===== config.mk =====
export PLATFORM = sky130hd
export DESIGN_NAME = vga_rx_monitor_flat
export DESIGN_NICKNAME = d
export VERILOG_FILES = /design/src/rtl/vga_rx_monitor_if.sv /design/src/rtl/vga_rx_monitor.sv /design/src/flat_wrapper.sv
export SDC_FILE = /design/constraint.sdc
export NUM_CORES = 1
export LEC_CHECK = 0
export BUFFER_PORTS_ARGS = -buffer_cell sky130_fd_sc_hd__buf_2
export CAP_MARGIN = 30
export CORE_MARGIN = 2
export CORE_UTILIZATION = 45
export CTS_CLUSTER_SIZE = 40
export DETAILED_ROUTE_END_ITERATION = 16
export GPL_ROUTABILITY_DRIVEN = 0
export PLACE_DENSITY = 0.66
export SLEW_MARGIN = 10
export SYNTH_ARGS = -nofsm -noshare
export SYNTH_HDL_FRONTEND = slang
export SYNTH_SLANG_ARGS = --single-unit
export TNS_END_PERCENT = 20

===== constraint.sdc =====
create_clock -name clk -period 4.5 [get_ports clk]
set_clock_uncertainty 0.2 [all_clocks]
set_input_delay 0.9 -clock clk [delete_from_list [all_inputs] [get_ports clk]]
set_output_delay 0.9 -clock clk [all_outputs]
set_load 0.01 [all_outputs]

===== src/rtl/vga_rx_monitor_if.sv =====
// ---------------------------------------------------------------------------
// vga_rx_monitor_if
//   Bundles the sampled VGA pixel stream and the monitor's result outputs.
//   master : the VGA source side (drives sync/blank/RGB and the pixel strobe,
//            observes the monitor results).
//   slave  : the monitor (samples the stream, drives the results).
//
//   Stream   : clk_25MHz (pixel strobe, sampled as data), h_sync, v_sync,
//              blank_n, red_in/green_in/blue_in
//   Results  : pix_valid, pix_x, pix_y, pix_rgb, frame_done, locked,
//              err_line, err_frame, frame_count, frame_crc
// ---------------------------------------------------------------------------
interface vga_rx_monitor_if;
  logic        clk_25MHz;
  logic        h_sync;
  logic        v_sync;
  logic        blank_n;
  logic [7:0]  red_in;
  logic [7:0]  green_in;
  logic [7:0]  blue_in;

  logic        pix_valid;
  logic [9:0]  pix_x;
  logic [9:0]  pix_y;
  logic [23:0] pix_rgb;
  logic        frame_done;
  logic        locked;
  logic        err_line;
  logic        err_frame;
  logic [15:0] frame_count;
  logic [15:0] frame_crc;

  modport master (
    output clk_25MHz, h_sync, v_sync, blank_n, red_in, green_in, blue_in,
    input  pix_valid, pix_x, pix_y, pix_rgb, frame_done, locked,
           err_line, err_frame, frame_count, frame_crc
  );

  modport slave (
    input  clk_25MHz, h_sync, v_sync, blank_n, red_in, green_in, blue_in,
    output pix_valid, pix_x, pix_y, pix_rgb, frame_done, locked,
           err_line, err_frame, frame_count, frame_crc
  );
endinterface


===== src/rtl/vga_rx_monitor.sv =====
// ---------------------------------------------------------------------------
// vga_rx_monitor
//   Sink-side monitor for a VGA pixel stream sampled in the system clock
//   domain. Recovers pixel coordinates, checks line/frame geometry, reports
//   lock, sticky error flags, a locked-frame counter and (optionally) a
//   per-frame CRC of the captured pixels.
//
//   Ports:
//     clk    : system clock, the only clock
//     reset  : synchronous, active-high
//     vga    : vga_rx_monitor_if.slave (stream in, results out)
//
//   Optional feature: define VGA_RX_CRC_EN to build the CRC-16-CCITT
//   (poly 0x1021, init 0xFFFF) over R,G,B bytes of every captured pixel.
//   Without it frame_crc is tied to 0.
// ---------------------------------------------------------------------------
module vga_rx_monitor #(
  parameter int unsigned H_ACTIVE    = 640,
  parameter int unsigned H_TOTAL     = 800,
  parameter int unsigned V_ACTIVE    = 480,
  parameter int unsigned V_TOTAL     = 525,
  parameter bit          SYNC_ACTIVE = 1'b0
) (
  input logic             clk,
  input logic             reset,
  vga_rx_monitor_if.slave vga
);
  localparam logic [11:0] H_ACT_W = 12'(H_ACTIVE);
  localparam logic [11:0] H_TOT_W = 12'(H_TOTAL);
  localparam logic [10:0] V_ACT_W = 11'(V_ACTIVE);
  localparam logic [10:0] V_TOT_W = 11'(V_TOTAL);

  typedef enum logic [1:0] {SEARCH, ALIGN, LOCKED} state_t;

  state_t      state_q;
  logic        s_q;
  logic        hs_act_q, hs_act_d;
  logic        vs_act_q, vs_act_d;
  logic [11:0] h_cnt_q, h_cnt_d;
  logic [11:0] a_cnt_q, a_cnt_d;
  logic [10:0] v_cnt_q, v_cnt_d;
  logic [10:0] y_q, y_d;
  logic        skip_q;
  logic        dirty_q;
  logic        pix_valid_q;
  logic [9:0]  pix_x_q, pix_y_q;
  logic [23:0] pix_rgb_q;
  logic        frame_done_q, locked_q, err_line_q, err_frame_q;
  logic [15:0] frame_count_q;

  logic        tick, hs_act, vs_act, hs_edge, vs_edge;
  logic        act, pix_cap, pix_oob, line_bad, any_line_bad, frame_ok, frame_bad;
  logic [11:0] x_cur;
  logic [10:0] y_hs, v_hs, y_cur;
  logic [23:0] rgb_in;

  // Rising edge of the pixel strobe marks the one clk cycle per pixel in
  // which the stream is sampled.
  assign tick    = vga.clk_25MHz & ~s_q;
  assign hs_act  = (vga.h_sync == SYNC_ACTIVE);
  assign vs_act  = (vga.v_sync == SYNC_ACTIVE);
  assign hs_edge = tick & hs_act & ~hs_act_q;
  assign vs_edge = tick & vs_act & ~vs_act_q;
  assign rgb_in  = {vga.red_in, vga.green_in, vga.blue_in};

  // Line bookkeeping is applied before the frame check, so a coincident
  // hs/vs edge closes the last line into y and v_cnt first.
  assign y_hs  = (hs_edge && a_cnt_q != 12'd0 && y_q != 11'h7FF) ? y_q + 11'd1 : y_q;
  assign v_hs  = (hs_edge && v_cnt_q != 11'h7FF) ? v_cnt_q + 11'd1 : v_cnt_q;
  assign x_cur = hs_edge ? 12'd0 : a_cnt_q;
  assign y_cur = vs_edge ? 11'd0 : y_hs;

  assign act     = tick & vga.blank_n;
  assign pix_oob = act & ((x_cur >= H_ACT_W) | (y_cur >= V_ACT_W));
  assign pix_cap = act & ~pix_oob;

  // The first hs edge after entering ALIGN closes a line of unknown origin.
  assign line_bad = hs_edge & ~((state_q == ALIGN) & skip_q) &
                    ~((h_cnt_q == H_TOT_W) && (a_cnt_q == 12'd0 || a_cnt_q == H_ACT_W));
  assign any_line_bad = line_bad | pix_oob;
  assign frame_ok     = (v_hs == V_TOT_W) && (y_hs == V_ACT_W);
  assign frame_bad    = vs_edge & ~frame_ok;

  always_comb begin
    hs_act_d = hs_act_q;
    vs_act_d = vs_act_q;
    h_cnt_d  = h_cnt_q;
    a_cnt_d  = a_cnt_q;
    if (tick) begin
      hs_act_d = hs_act;
      vs_act_d = vs_act;
      if (hs_edge) begin
        h_cnt_d = 12'd1;
        a_cnt_d = {11'd0, vga.blank_n};
      end else begin
        if (h_cnt_q != 12'hFFF) h_cnt_d = h_cnt_q + 12'd1;
        if (vga.blank_n && a_cnt_q != 12'hFFF) a_cnt_d = a_cnt_q + 12'd1;
      end
    end
    v_cnt_d = vs_edge ? 11'd0 : v_hs;
    y_d     = vs_edge ? 11'd0 : y_hs;
  end

  always_ff @(posedge clk) begin
    if (reset) begin
      state_q       <= SEARCH;
      s_q           <= 1'b0;
      // Treat syncs as already asserted so reset inside a sync pulse does
      // not fake an edge.
      hs_act_q      <= 1'b1;
      vs_act_q      <= 1'b1;
      h_cnt_q       <= '0;
      a_cnt_q       <= '0;
      v_cnt_q       <= '0;
      y_q           <= '0;
      skip_q        <= 1'b0;
      dirty_q       <= 1'b0;
      pix_valid_q   <= 1'b0;
      pix_x_q       <= '0;
      pix_y_q       <= '0;
      pix_rgb_q     <= '0;
      frame_done_q  <= 1'b0;
      locked_q      <= 1'b0;
      err_line_q    <= 1'b0;
      err_frame_q   <= 1'b0;
      frame_count_q <= '0;
    end else begin
      s_q          <= vga.clk_25MHz;
      hs_act_q     <= hs_act_d;
      vs_act_q     <= vs_act_d;
      h_cnt_q      <= h_cnt_d;
      a_cnt_q      <= a_cnt_d;
      v_cnt_q      <= v_cnt_d;
      y_q          <= y_d;
      frame_done_q <= vs_edge;
      pix_valid_q  <= pix_cap;
      if (pix_cap) begin
        pix_x_q   <= x_cur[9:0];
        pix_y_q   <= y_cur[9:0];
        pix_rgb_q <= rgb_in;
      end
      case (state_q)
        SEARCH: begin
          if (vs_edge) begin
            state_q <= ALIGN;
            skip_q  <= 1'b1;
            dirty_q <= 1'b0;
          end
        end
        ALIGN: begin
          if (hs_edge) skip_q <= 1'b0;
          if (vs_edge) begin
            if (!dirty_q && !any_line_bad && frame_ok) begin
              state_q  <= LOCKED;
              locked_q <= 1'b1;
            end
            dirty_q <= 1'b0;
          end else if (any_line_bad) begin
            dirty_q <= 1'b1;
          end
        end
        LOCKED: begin
          if (any_line_bad) err_line_q  <= 1'b1;
          if (frame_bad)    err_frame_q <= 1'b1;
          if (any_line_bad || frame_bad) begin
            state_q  <= SEARCH;
            locked_q <= 1'b0;
          end else if (vs_edge) begin
            frame_count_q <= frame_count_q + 16'd1;
          end
        end
        default: begin
          state_q  <= SEARCH;
          locked_q <= 1'b0;
        end
      endcase
    end
  end

`ifdef VGA_RX_CRC_EN
  logic [15:0] crc_acc_q, crc_acc_d, crc_seed, crc_pix, frame_crc_q;

  function automatic logic [15:0] crc_byte(input logic [15:0] c, input logic [7:0] b);
    logic [15:0] r;
    r = c ^ {b, 8'h00};
    for (int i = 0; i < 8; i++) begin
      r = r[15] ? ({r[14:0], 1'b0} ^ 16'h1021) : {r[14:0], 1'b0};
    end
    return r;
  endfunction

  // A pixel on the vs edge tick belongs to the new frame, so it is folded
  // into the freshly initialised accumulator.
  assign crc_seed  = vs_edge ? 16'hFFFF : crc_acc_q;
  assign crc_pix   = crc_byte(crc_byte(crc_byte(crc_seed, vga.red_in), vga.green_in), vga.blue_in);
  assign crc_acc_d = pix_cap ? crc_pix : crc_seed;

  always_ff @(posedge clk) begin
    if (reset) begin
      crc_acc_q   <= 16'hFFFF;
      frame_crc_q <= 16'h0000;
    end else begin
      crc_acc_q <= crc_acc_d;
      if (vs_edge) frame_crc_q <= crc_acc_q;
    end
  end

  assign vga.frame_crc = frame_crc_q;
`else
  assign vga.frame_crc = 16'h0000;
`endif

  assign vga.pix_valid   = pix_valid_q;
  assign vga.pix_x       = pix_x_q;
  assign vga.pix_y       = pix_y_q;
  assign vga.pix_rgb     = pix_rgb_q;
  assign vga.frame_done  = frame_done_q;
  assign vga.locked      = locked_q;
  assign vga.err_line    = err_line_q;
  assign vga.err_frame   = err_frame_q;
  assign vga.frame_count = frame_count_q;
endmodule

===== src/flat_wrapper.sv =====
// flat-port wrapper written by rule: the top's interface ports become plain ports
module vga_rx_monitor_flat 
#(
  parameter int unsigned H_ACTIVE    = 640,
  parameter int unsigned H_TOTAL     = 800,
  parameter int unsigned V_ACTIVE    = 480,
  parameter int unsigned V_TOTAL     = 525,
  parameter bit          SYNC_ACTIVE = 1'b0
)
  (clk, reset, vga_clk_25MHz, vga_h_sync, vga_v_sync, vga_blank_n, vga_red_in, vga_green_in, vga_blue_in, vga_pix_valid, vga_pix_x, vga_pix_y, vga_pix_rgb, vga_frame_done, vga_locked, vga_err_line, vga_err_frame, vga_frame_count, vga_frame_crc);
  vga_rx_monitor_if vga_i ();
  input logic clk;
  input logic reset;
  input wire logic [$bits(vga_i.clk_25MHz)-1:0] vga_clk_25MHz;
  input wire logic [$bits(vga_i.h_sync)-1:0] vga_h_sync;
  input wire logic [$bits(vga_i.v_sync)-1:0] vga_v_sync;
  input wire logic [$bits(vga_i.blank_n)-1:0] vga_blank_n;
  input wire logic [$bits(vga_i.red_in)-1:0] vga_red_in;
  input wire logic [$bits(vga_i.green_in)-1:0] vga_green_in;
  input wire logic [$bits(vga_i.blue_in)-1:0] vga_blue_in;
  output wire logic [$bits(vga_i.pix_valid)-1:0] vga_pix_valid;
  output wire logic [$bits(vga_i.pix_x)-1:0] vga_pix_x;
  output wire logic [$bits(vga_i.pix_y)-1:0] vga_pix_y;
  output wire logic [$bits(vga_i.pix_rgb)-1:0] vga_pix_rgb;
  output wire logic [$bits(vga_i.frame_done)-1:0] vga_frame_done;
  output wire logic [$bits(vga_i.locked)-1:0] vga_locked;
  output wire logic [$bits(vga_i.err_line)-1:0] vga_err_line;
  output wire logic [$bits(vga_i.err_frame)-1:0] vga_err_frame;
  output wire logic [$bits(vga_i.frame_count)-1:0] vga_frame_count;
  output wire logic [$bits(vga_i.frame_crc)-1:0] vga_frame_crc;
  assign vga_i.clk_25MHz = vga_clk_25MHz;
  assign vga_i.h_sync = vga_h_sync;
  assign vga_i.v_sync = vga_v_sync;
  assign vga_i.blank_n = vga_blank_n;
  assign vga_i.red_in = vga_red_in;
  assign vga_i.green_in = vga_green_in;
  assign vga_i.blue_in = vga_blue_in;
  assign vga_pix_valid = vga_i.pix_valid;
  assign vga_pix_x = vga_i.pix_x;
  assign vga_pix_y = vga_i.pix_y;
  assign vga_pix_rgb = vga_i.pix_rgb;
  assign vga_frame_done = vga_i.frame_done;
  assign vga_locked = vga_i.locked;
  assign vga_err_line = vga_i.err_line;
  assign vga_err_frame = vga_i.err_frame;
  assign vga_frame_count = vga_i.frame_count;
  assign vga_frame_crc = vga_i.frame_crc;
  vga_rx_monitor #(.H_ACTIVE(H_ACTIVE), .H_TOTAL(H_TOTAL), .V_ACTIVE(V_ACTIVE), .V_TOTAL(V_TOTAL), .SYNC_ACTIVE(SYNC_ACTIVE)) u_core (.clk(clk), .reset(reset), .vga(vga_i));
endmodule

# Word-level counts from Yosys, hierarchy flattened
# Index checks and enable logic that the tools add are counted.
totals:
  ff_bits: 118
  input_bits: 30
  output_inout_bits: 81
  wordCells: 119
op_classes:
  addsub: 5
  order_cmp: 2
  n_eq_ne: 16
  mux: 24
  bitwise: 25
  reduce_logical: 28
ops:
  columns: ["op", "count"]
  rows:
  - ["12-bit two-way mux", 5]
  - ["11-bit two-way mux", 3]
  - ["12-bit by 1-bit adder with 12-bit output (second input constant)", 2]
  - ["12-bit by 10-bit equality test with 1-bit output (second input constant)", 2]
  - ["12-bit != test (second input constant)", 2]
  - ["11-bit by 1-bit adder with 11-bit output (second input constant)", 2]
  - ["11-bit != test (second input constant)", 2]
  - ["16-bit by 1-bit adder with 16-bit output (second input constant)", 1]
  - ["1-bit AND", 12]
  - ["12-bit by 10-bit greater-or-equal comparator with 1-bit output (second input constant)", 1]
  - ["12-bit logical NOT", 1]
  - ["12-bit nonzero test", 1]
  - ["11-bit by 10-bit equality test with 1-bit output (second input constant)", 1]
  - ["11-bit by 9-bit equality test with 1-bit output (second input constant)", 1]
  - ["11-bit by 9-bit greater-or-equal comparator with 1-bit output (second input constant)", 1]
  - ["1-bit NOT", 11]
  - ["3-bit AND reduction", 3]
  - ["1-bit logical AND", 8]
  - ["1-bit two-way mux", 8]
  - ["2-bit two-way mux", 4]
  - ["2-bit by 1-bit != test with 1-bit output (second input constant)", 4]
  - ["2-bit AND reduction", 4]
  - ["4-bit AND reduction", 2]
  - ["2-bit case mux with 3 select lines", 1]
  - ["12 further kinds", 18]

# Depth between registers and ports, before layout
# Gate-level depths: netlist (run 1).
depth:
  ltp_word: 18
  depth_mapped: 12
  mapped_depth_nobuf: 10

# Least setup slack after synthesis (run 1)
# Ideal clock, no wire load.
synth_path:
  path_type: "input to register"
  from: "input port vga_h_sync"
  to: "register u_core.frame_count_q[10], in the netlist u_core.vga.frame_count[10]"
  setup_time_ns: 0.123
  arrival_time_ns: 3.481
  t_required_ns: 4.177
  path_slack_ns: 0.695
  cell_stages: 10
  path_buffers: 2
  cell_sequence: "or4b_1 -> clkbuf_1 -> or3_1 -> o32ai_1 -> o2111ai_1 -> a2111oi_4 -> nand2_2 -> buf_6 -> nor4_1 -> mux2_1"
synth_via:
  elab_chain_cells: 14
  word_cells_on_any_way: 25
  cone_classes: "order compare (2); eq/ne (2); mux (4); bitwise (11); reduce/logical (6)"
synth_lines:
  columns: ["element", "line_no", "rtl"]
  rows:
  - ["start: declaration", "flat_wrapper.sv:15", "input wire logic [$bits(vga_i.h_sync)-1:0] vga_h_sync;"]
  - ["1-bit NOT *", "vga_rx_monitor.sv:60", "assign hs_act = (vga.h_sync == SYNC_ACTIVE);"]
  - ["1-bit AND * (2 in series)", "vga_rx_monitor.sv:62", "assign hs_edge = tick & hs_act & ~hs_act_q;"]
  - ["1-bit logical AND (2 in series)", "vga_rx_monitor.sv:68", "assign y_hs = (hs_edge && a_cnt_q != 12'd0 && y_q != 11'h7FF) ? y_q + 11'd1 : y_q;"]
  - ["11-bit two-way mux", "vga_rx_monitor.sv:68", null]
  - ["11-bit two-way mux", null, null]
  - ["11-bit by 9-bit greater-or-equal comparator with 1-bit output", "vga_rx_monitor.sv:74", "assign pix_oob = act & ((x_cur >= H_ACT_W) | (y_cur >= V_ACT_W));"]
  - ["1-bit bitwise OR", "vga_rx_monitor.sv:74", null]
  - ["1-bit AND", "vga_rx_monitor.sv:74", null]
  - ["1-bit bitwise OR", "vga_rx_monitor.sv:80", "assign any_line_bad = line_bad | pix_oob;"]
  - ["1-bit logical OR *", "vga_rx_monitor.sv:165", "if (any_line_bad || frame_bad) begin"]
  - ["1-bit NOT (no source line) *", null, null]
  - ["3-bit AND reduction (no source line) *", null, null]
  - ["end signal: assignment", "vga_rx_monitor.sv:169", "frame_count_q <= frame_count_q + 16'd1;"]
  - ["end: declaration", "vga_rx_monitor.sv:49", "logic [15:0] frame_count_q;"]
# Mark *: on every way between the ends. The rest lies on a longest branch, timed or not.
# A chain may end at the register's enable or synchronous reset.

# Worst setup path after layout (run 1)
layout_path:
  from: "register u_core.a_cnt_q[0]"
  to: "register u_core.frame_count_q[3], in the netlist u_core.vga.frame_count[3]"
layout_via:
  elab_chain_cells: 12
  word_cells_on_any_way: 24
  cone_classes: "order compare (2); eq/ne (2); mux (3); bitwise (8); reduce/logical (9)"
layout_lines:
  columns: ["element", "line_no", "rtl"]
  rows:
  - ["start: declaration", "vga_rx_monitor.sv:40", "logic [11:0] a_cnt_q, a_cnt_d;"]
  - ["start signal: assignment", "vga_rx_monitor.sv:132", "a_cnt_q <= a_cnt_d;"]
  - ["12-bit nonzero test", "vga_rx_monitor.sv:68", null]
  - ["1-bit logical AND (2 in series)", "vga_rx_monitor.sv:68", null]
  - ["11-bit two-way mux", "vga_rx_monitor.sv:68", null]
  - ["11-bit two-way mux", null, null]
  - ["11-bit by 9-bit greater-or-equal comparator with 1-bit output", "vga_rx_monitor.sv:74", null]
  - ["1-bit bitwise OR", "vga_rx_monitor.sv:74", null]
  - ["1-bit AND", "vga_rx_monitor.sv:74", null]
  - ["1-bit bitwise OR", "vga_rx_monitor.sv:80", null]
  - ["1-bit logical OR *", "vga_rx_monitor.sv:165", null]
  - ["1-bit NOT (no source line) *", null, null]
  - ["3-bit AND reduction (no source line) *", null, null]
# Marked as above.

==> results of run 1 <==
==> area by class of cell <==
class	instances	share of cell area, %
clock buffers	25	7.34
multi-input cells	514	44.5
repair buffers	107	8.43
flip-flops and latches	118	34.3
clock inverters	7	1.34
well taps	172	3.12
inverters	18	0.981
==> cells by family (layout without fill, tap and decap cells) <==
| logic type | count (synthesis) | in the layout | share of synthesized area (%) |
|---|---|---|---|
| AO/OA/AOI/OAI | 162 | 162 | 17.6 |
| XOR/XNOR | 32 | 32 | 4.91 |
| adder cells (fa/ha/maj) | 7 | 7 | 1.53 |
| buffers and inverters | 74 | 157 | 6.09 |
| flip-flops | 118 | 118 | 41.4 |
| multiplexers | 12 | 12 | 2.23 |
| other | 1 | 16 | 0.0657 |
| AND/OR/NAND/NOR | 285 | 285 | 26.2 |
==> path summary, 6_finish.rpt <==
check | start | end | slack (ns)
setup reg to reg | u_core.a_cnt_q[0]$_SDFFE_PP0P_ | u_core.vga.frame_count[3]$_SDFFE_PP0P_ | 0.64
hold / removal | u_core.vga.err_line$_SDFFE_PP0P_ | u_core.vga.err_line$_SDFFE_PP0P_ | 0.25
hold reg to reg | u_core.vga.err_line$_SDFFE_PP0P_ | u_core.vga.err_line$_SDFFE_PP0P_ | 0.25
setup / recovery | u_core.a_cnt_q[0]$_SDFFE_PP0P_ | u_core.vga.frame_count[3]$_SDFFE_PP0P_ | 0.64
==> stage by stage <==
stage / cell area (sq um) / worst slack (ns) / util, % / hold slack (ns)
floorplan: 5770 / 0.695 / - / 0.233
global placement: 6290 / 0.377 / 50.2 / 0.235
detailed placement: 6290 / 0.313 / 50.2 / 0.243
CTS: 6890 / 0.617 / 55.0 / 0.252
global route: 6890 / 0.412 / 55.0 / 0.268
finish: 6890 / 0.642 / 55.0 / 0.247
==> synth_stat cells (13+ instances only) <==
master    count  area share [%]
a21oi_1      53             4.6
o21ai_0      52             4.6
buf_4        16             2.1
xor2_1       13             2.0
inv_1        18             1.2
nand2_1      42             2.8
nand4_1      27             3.0
nand3_1      53             4.6
dfxtp_1     118              41
nor3_1       13             1.1
xnor2_1      19             2.9
nor2_1       72             4.7
clkbuf_1     35             2.3
==> per-layer routing <==
metal / vias to the layer above / global-route usage [%]
li1: 2628 / -
met1: 2493 / 26.8
met2: 137 / 33.4
met3: 28 / 4.98
met4: 0 / 8.86
met5: - / 0
==> worst reg2reg max path, cell delays in order, from the launching register on <==
cell and delay (ns):
dfxtp_1 0.34, inv_1 0.10, ha_1 0.15, or4b_4 0.48, nor4b_4 0.47, nor3_2 0.15
or3_4 0.36, a2111oi_4 0.43, nand2_2 0.30, buf_4 0.28, or4_1 0.47, nand2_1 0.08
==> registers in the layout, indices dropped and copies added, names as in the netlist, 2 cells and up <==
register                count
u_core.v_cnt_q             11
u_core.vga.pix_y           10
u_core.h_cnt_q             12
u_core.vga.pix_x           10
u_core.y_q                 11
u_core.vga.frame_count     16
u_core.vga.pix_rgb         24
u_core.state_q              2
u_core.a_cnt_q             12
==> power by group <==
group	switching (mW)	internal, mW	leakage (nW)	total, mW
sequential	0.0125	1.07	0.955	1.08
combinational	0.0845	0.0504	1.49	0.135
clock	0.468	0.886	0.286	1.35
total	0.565	2.00	2.73	2.57
==> metrics.md, run 1 <==
| Metric | Value |
|---|---|
| Result of the run | `finished clean` |
| Met1 layer wirelength in the final routing | `6.37 mm` |
| Post-layout nets | `approximately 800` |
| Maximum number of pins on one net before global-route repair | `68` |
| Commonest non-fill, non-tap cell in the layout | `dfxtp_1` |
| EDFF count, synth | `0` |
| Max Used Layer | `met4` |
| Clock latency on the worst-skew pair | `0.41 ns` |
| Largest voltage drop on the vdd net | `0.265 mV` |
| Total DRC errors in the routed layout | `0` |
| Wire length of the first global-routing pass | `22.6 mm` |
| Commonest cells after routing, fill and taps aside | `118 x dfxtp_1, 94 x buf_2, 71 x nor2_1, 53 x nand3_1` |
| Share of layout cells above drive strength 1 | `20.0%` |
| Area of the core | `approximately 13000 sq um` |
| Cell count after synthesis | `roughly 700` |
| Number of flip-flops and latches in the synthesized netlist | `118` |
| Number of global-route vias before repair | `4777` |
| Endpoint class of the critical path | `flop` |
| Count of hold buffers inserted by post-cts repair | `0` |
| Die Width | `about 120 um` |
| Root buffer cell | `clkbuf_16` |
| Clock tree from TritonCTS | `built` |
| GRT Residual Overflow | `0` |
| Post-layout power | `2.57 mW` |
| Worst path arrival time | `4.01 ns` |
| Leakage | `roughly 2.7 nW` |
| Startpoint type of the worst setup path | `flop` |
| Post-DR wirelength/cell | `about 14 um` |
| Unique cell type count in the Yosys netlist | `63` |
| Final Non-Filler Cells | `961` |
| ANT nets after route | `0` |
| Fraction of the yosys area taken by sequential cells | `between 40% and 50%` |
| Sequential cell area in the final layout | `between 2000 and 2500 sq um` |
| Number of design-rule violations left by the first detailed-router iteration | `481` |
| Maximum count of clock buffers along a single path | `2` |
| Slowest cell on the critical path | `or4b_4` |
| Pwr Density | `roughly 370 nW/um^2` |
| Count of endpoints failing setup in the final report | `0` |
| Die footprint | `13600 sq um` |
| Final critical-path required period | `roughly 3.9 ns` |
| Placed instance count | `929` |
| Count of standard-cell rows | `41` |
| Max Fanout on Critical Path | `19` |
| Final critical-path share of the clock period | `85.7%` |
| Path length in cells of the critical path | `11` |
| Dominant register cell in the synthesized netlist | `dfxtp_1` |
| # Post-CTS Setup Buffers | `0` |
| Max cap viols | `0` |
| Clock-pin slew on the worst setup and hold paths | `0.05 ns` |
| Path category of the worst min-delay check | `flop to flop` |
| Detailed Place HPWL | `9.53 mm` |
| Cts bufs inserted | `17` |
| Netlist area before placement | `5710 sq um` |
| Setup tns final | `0 ns` |
| Total length of routed met3 wires | `631 um` |
| Kind of cell adding the most delay to the critical path | `simple AND/OR/NAND/NOR gates` |
| Actual transition at the worst max-transition pin | `0.854 ns` |
| Routed wire length on met2 | `6.62 mm` |
| Quantity of I/O buffers inserted on ports | `94` |
| Count of H-tree levels built during CTS | `4` |
| Clock tree sinks | `roughly 120` |
| Peak Freq | `259 MHz` |
| Number of cells traversed by the worst hold path | `2` |
| Total vias in the final route | `around 5.3k` |
| Ys Warns | `0` |
| Number of top-level pins | `111` |
| Routed Wire Length | `approximately 14 mm` |
| Post-cts sizing count | `0` |
| Avg Synthesized Cell Area | `8.26 sq um` |
| Starting density of the core | `45.6%` |
| Buf+Inv Stages, Crit Path | `2` |
| Combined area of the multi-input logic cells | `3060 sq um` |
| Area growth from synthesis to layout | `20.6%` |
| Required arrival time at the worst endpoint | `4.65 ns` |
| Die Height | `between 100 and 150 um` |
| Number of hold violations in the final report | `0` |
| Remaining max-slew budget at the tightest pin | `42.3%` |
| Number of slew-limit violations in the final report | `0` |
| Total global routing track utilization | `between 20% and 30%` |
| TritonRoute pass-1 iters | `5` |
| Initial antenna violation count | `0` |
| Largest stage delay on the critical path | `roughly 0.48 ns` |
| Number of antenna cells inserted | `0` |
| Worst R2R Path Depth | `11` |
| Proportion of register bits with asynchronous set or reset after synthesis | `0%` |
| Vias per cell | `5.50` |
| Filler instances | `1177` |
| Critical-path cell list | `inv_1 > ha_1 > or4b_4 > nor4b_4 > nor3_2 > or3_4 > a2111oi_4 > nand2_2 > buf_4 > or4_1 > nand2_1` |
| Kind of critical path | `flop to flop` |
| RSZ-0062 raised after global routing | `false` |
No activity file was read; power rests on OpenSTA's default activity.
==> run 2, diff against run 1 <==
Settings changed: BUFFER_PORTS_ARGS -buffer_cell sky130_fd_sc_hd__buf_2 to -buffer_cell sky130_fd_sc_hd__buf_4.
==> run 2 against run 1 <==
Compared with the run above:
- sequential cell count unchanged
- combinational power up 9.6%
- count of clock-buffer cells in the layout unchanged
- total power up 3.8%
- setup slack worse by 0.029 ns
- clock power up 7%
- wire length up 1.0%
==> metrics.md, run 2 (synthesis gave the netlist of run 1 again) <==
| Metric | Value |
|---|---|
| Buf+Inv Stages, Crit Path | `4 (+2)` |
| Maximum number of pins on one net before global-route repair | `69 (+1.5%)` |
| Remaining max-slew budget at the tightest pin | `36.0% (-6.3 points)` |
| Final-layout worst hold slack | `0.252 ns (+0.00467 ns)` |
| Worst R2R Path Depth | `11 (unchanged)` |
| RSZ-0062 raised after global routing | `false` |
| Slowest cell on the critical path | `or4b_1` |
| Pwr Density | `373 nW/um^2 (about the same)` |
| Kind of cell adding the most delay to the critical path | `simple AND/OR/NAND/NOR gates` |
| Total vias in the final route | `5308 (+0.42%)` |
| Max cap viols | `0 (unchanged)` |
| Worst path arrival time | `4.03 ns (+0.02 ns)` |
| Max Fanout on Critical Path | `22 (+3)` |
| Count of hold buffers inserted by post-cts repair | `0 (unchanged)` |
| Total global routing track utilization | `21.1% (+0.33 points)` |
| Final critical-path share of the clock period | `86.4% (+0.65 points)` |
| Peak Freq | `257 MHz (-0.76%)` |
| Final non-filler cell area | `7150 sq um (+3.8%)` |
| Setup tns final | `0 ns (unchanged)` |
| Detailed Place HPWL | `9.49 mm (-0.45%)` |
| Dpl cell area | `6510 sq um (+3.5%)` |
| Final critical-path required period | `3.89 ns (+0.0294 ns)` |
| Terminating pin of the worst hold path | `u_core.vga.err_line$_SDFFE_PP0P_` |
| Path category of the worst min-delay check | `flop to flop` |
| Vias per cell | `5.54 (+0.73%)` |
| Die footprint | `13600 sq um (unchanged)` |
| Number of global-route vias before repair | `4921 (+3.0%)` |
| CP most frequent cell | `buf_4` |
| Number of design-rule violations left by the first detailed-router iteration | `359 (-25%)` |
| Clock latency on the worst-skew pair | `0.42 ns (about the same)` |
| Post-layout nets | `811 (-0.25%)` |
| Startpoint type of the worst setup path | `input port` |
| Cts bufs inserted | `17 (unchanged)` |
| Quantity of I/O buffers inserted on ports | `94 (unchanged)` |
| Area growth from synthesis to layout | `25.2%` |
| Post-cts sizing count | `0 (unchanged)` |
| Post-layout power | `2.67 mW (+3.8%)` |
| Clock tree sinks | `118 (unchanged)` |
| Pint | `2.10 mW (+4.9%)` |
| Count of standard-cell rows | `41 (unchanged)` |
| Seq pwr share | `40.5% (-1.5 points)` |
| Final design utilization | `57.1% (+2.1 points)` |
| Routed Wire Length | `14.0 mm (+1.0%)` |
| Initial antenna violation count | `0 (unchanged)` |
| Largest voltage drop on the vdd net | `0.289 mV (+9.4%)` |
| Number of cells traversed by the worst hold path | `2 (unchanged)` |
| TritonRoute pass-1 iters | `5 (unchanged)` |
| Endpoint class of the critical path | `flop` |
| Result of the run | `finished clean` |
| ANT nets after route | `0 (unchanged)` |
| Kind of critical path | `input port to flop` |
| GRT Residual Overflow | `0 (unchanged)` |
| Placed instance count | `927 (-0.22%)` |
| Final Non-Filler Cells | `958 (-0.31%)` |
| Share of layout cells above drive strength 1 | `20.0% (-0.051 points)` |
| # Post-CTS Setup Buffers | `0 (unchanged)` |
| Post-Place Setup Slack | `0.254 ns (-0.0584 ns)` |
| Number of hold violations in the final report | `0 (unchanged)` |
| Hold_sp | `u_core.vga.err_line$_SDFFE_PP0P_` |
| Actual transition at the worst max-transition pin | `0.952 ns (+0.0982 ns)` |
| Root buffer cell | `clkbuf_16` |
| Number of slew-limit violations in the final report | `0 (unchanged)` |
| Clock group share of total power | `54.0% (+1.3 points)` |
| Fraction of power consumed by combinational cells | `5.5% (+0.2 points)` |
| Number of top-level pins | `111 (unchanged)` |
| Clock-pin slew on the worst setup and hold paths | `0.05 ns (about the same)` |
| Die Width | `117 um (unchanged)` |
| Required arrival time at the worst endpoint | `4.65 ns (about the same)` |
| Worst reg2reg path endpoint | `u_core.vga.frame_count[2]$_SDFFE_PP0P_` |
| Wire length of the first global-routing pass | `22.9 mm (+1.6%)` |
| Filler instances | `1199 (+1.9%)` |
| Die Height | `117 um (unchanged)` |
| Final critical-path setup slack | `0.613 ns (-0.0294 ns)` |
| Commonest cells after routing, fill and taps aside | `118 x dfxtp_1, 104 x buf_4, 71 x nor2_1, 53 x nand3_1` |
| Max reg flops | `24 (unchanged)` |
| Switching pwr | `0.565 mW (about the same)` |
| Register-to-register path setup slack | `0.66 ns (+0.02 ns)` |
| Post-DR wirelength/cell | `14.6 um (+1.3%)` |
| Count of H-tree levels built during CTS | `4 (unchanged)` |
| Startpoint of the worst register-to-register path | `u_core.a_cnt_q[0]$_SDFFE_PP0P_` |
| Leakage | `2.76 nW (+1.1%)` |
| Largest stage delay on the critical path | `0.54 ns (+0.06 ns)` |
| Count of endpoints failing setup in the final report | `0 (unchanged)` |
| Switching power as a share of total power | `21.2% (-0.79 points)` |
| Commonest non-fill, non-tap cell in the layout | `dfxtp_1` |
| Critical-path cell list | `buf_4 > or4b_1 > buf_4 > buf_4 > nor3_2 > nand3_1 > a2111oi_4 > nand2_2 > buf_4 > or4_1 > nand2_1` |
| Clock tree from TritonCTS | `built` |
| Maximum count of clock buffers along a single path | `2 (unchanged)` |
| Area of the core | `12500 sq um (unchanged)` |
| Total DRC errors in the routed layout | `0 (unchanged)` |
| Starting density of the core | `45.6% (unchanged)` |
| Number of antenna cells inserted | `0 (unchanged)` |
[run 2: changes by cell type in the layout (fill, tap and decap cells not counted), sizes merged]
cell / change
buf: -2
bufinv: +1
clkinv: -2
[run 2: layer usage]
metal | GRT usage (%) | vias up | wire (um)
met5 | 0 | - | 0
met4 | 10.1 | 0 | 244
met3 | 4.72 | 21 | 592
met2 | 34.4 | 122 | 6740
met1 | 26.7 | 2533 | 6460
li1 | - | 2632 | -
[run 2: power by group through the flow]
stage	Sequential [mW]	Combinational [mW]	Clock, mW
after detailed placement	1.10	0.149	0
after CTS	1.08	0.149	1.46
final	1.08	0.148	1.44
after floorplan	1.10	0.0883	0
after global routing	1.08	0.164	1.51
after global placement	1.10	0.145	0
[run 2: how the worst max path moves through the flow]
stage / slack, ns / from / depth (start not counted) / to
finish: 0.61 / vga_h_sync / 11 / u_core.vga.frame_count[2]$_SDFFE_PP0P_
global route: 0.40 / vga_h_sync / 11 / u_core.vga.frame_count[2]$_SDFFE_PP0P_
CTS: 0.65 / vga_h_sync / 11 / u_core.vga.frame_count[2]$_SDFFE_PP0P_
detailed placement: 0.25 / vga_h_sync / 11 / u_core.vga.frame_count[2]$_SDFFE_PP0P_
global placement: 0.32 / vga_h_sync / 11 / u_core.vga.frame_count[4]$_SDFFE_PP0P_
floorplan: 0.70 / vga_h_sync / 10 / u_core.vga.frame_count[10]$_SDFFE_PP0P_
[run 2: cell type report]
class	count	area (sq um)	share of cell area (%)
Timing Repair Buffer	105	801	11.2
Clock inverter	6	113	1.58
Clock buffer	25	526	7.35
Tap cell	172	215	3.01
Multi-Input combinational cell	514	3060	42.9
Inverter	18	67.6	0.945
Sequential cell	118	2360	33.1
[run 2: worst min-delay path, cell delays in order, from the launching register on]
cell and delay, ns:
dfxtp_1 0.30, inv_1 0.05, a21oi_1 0.05
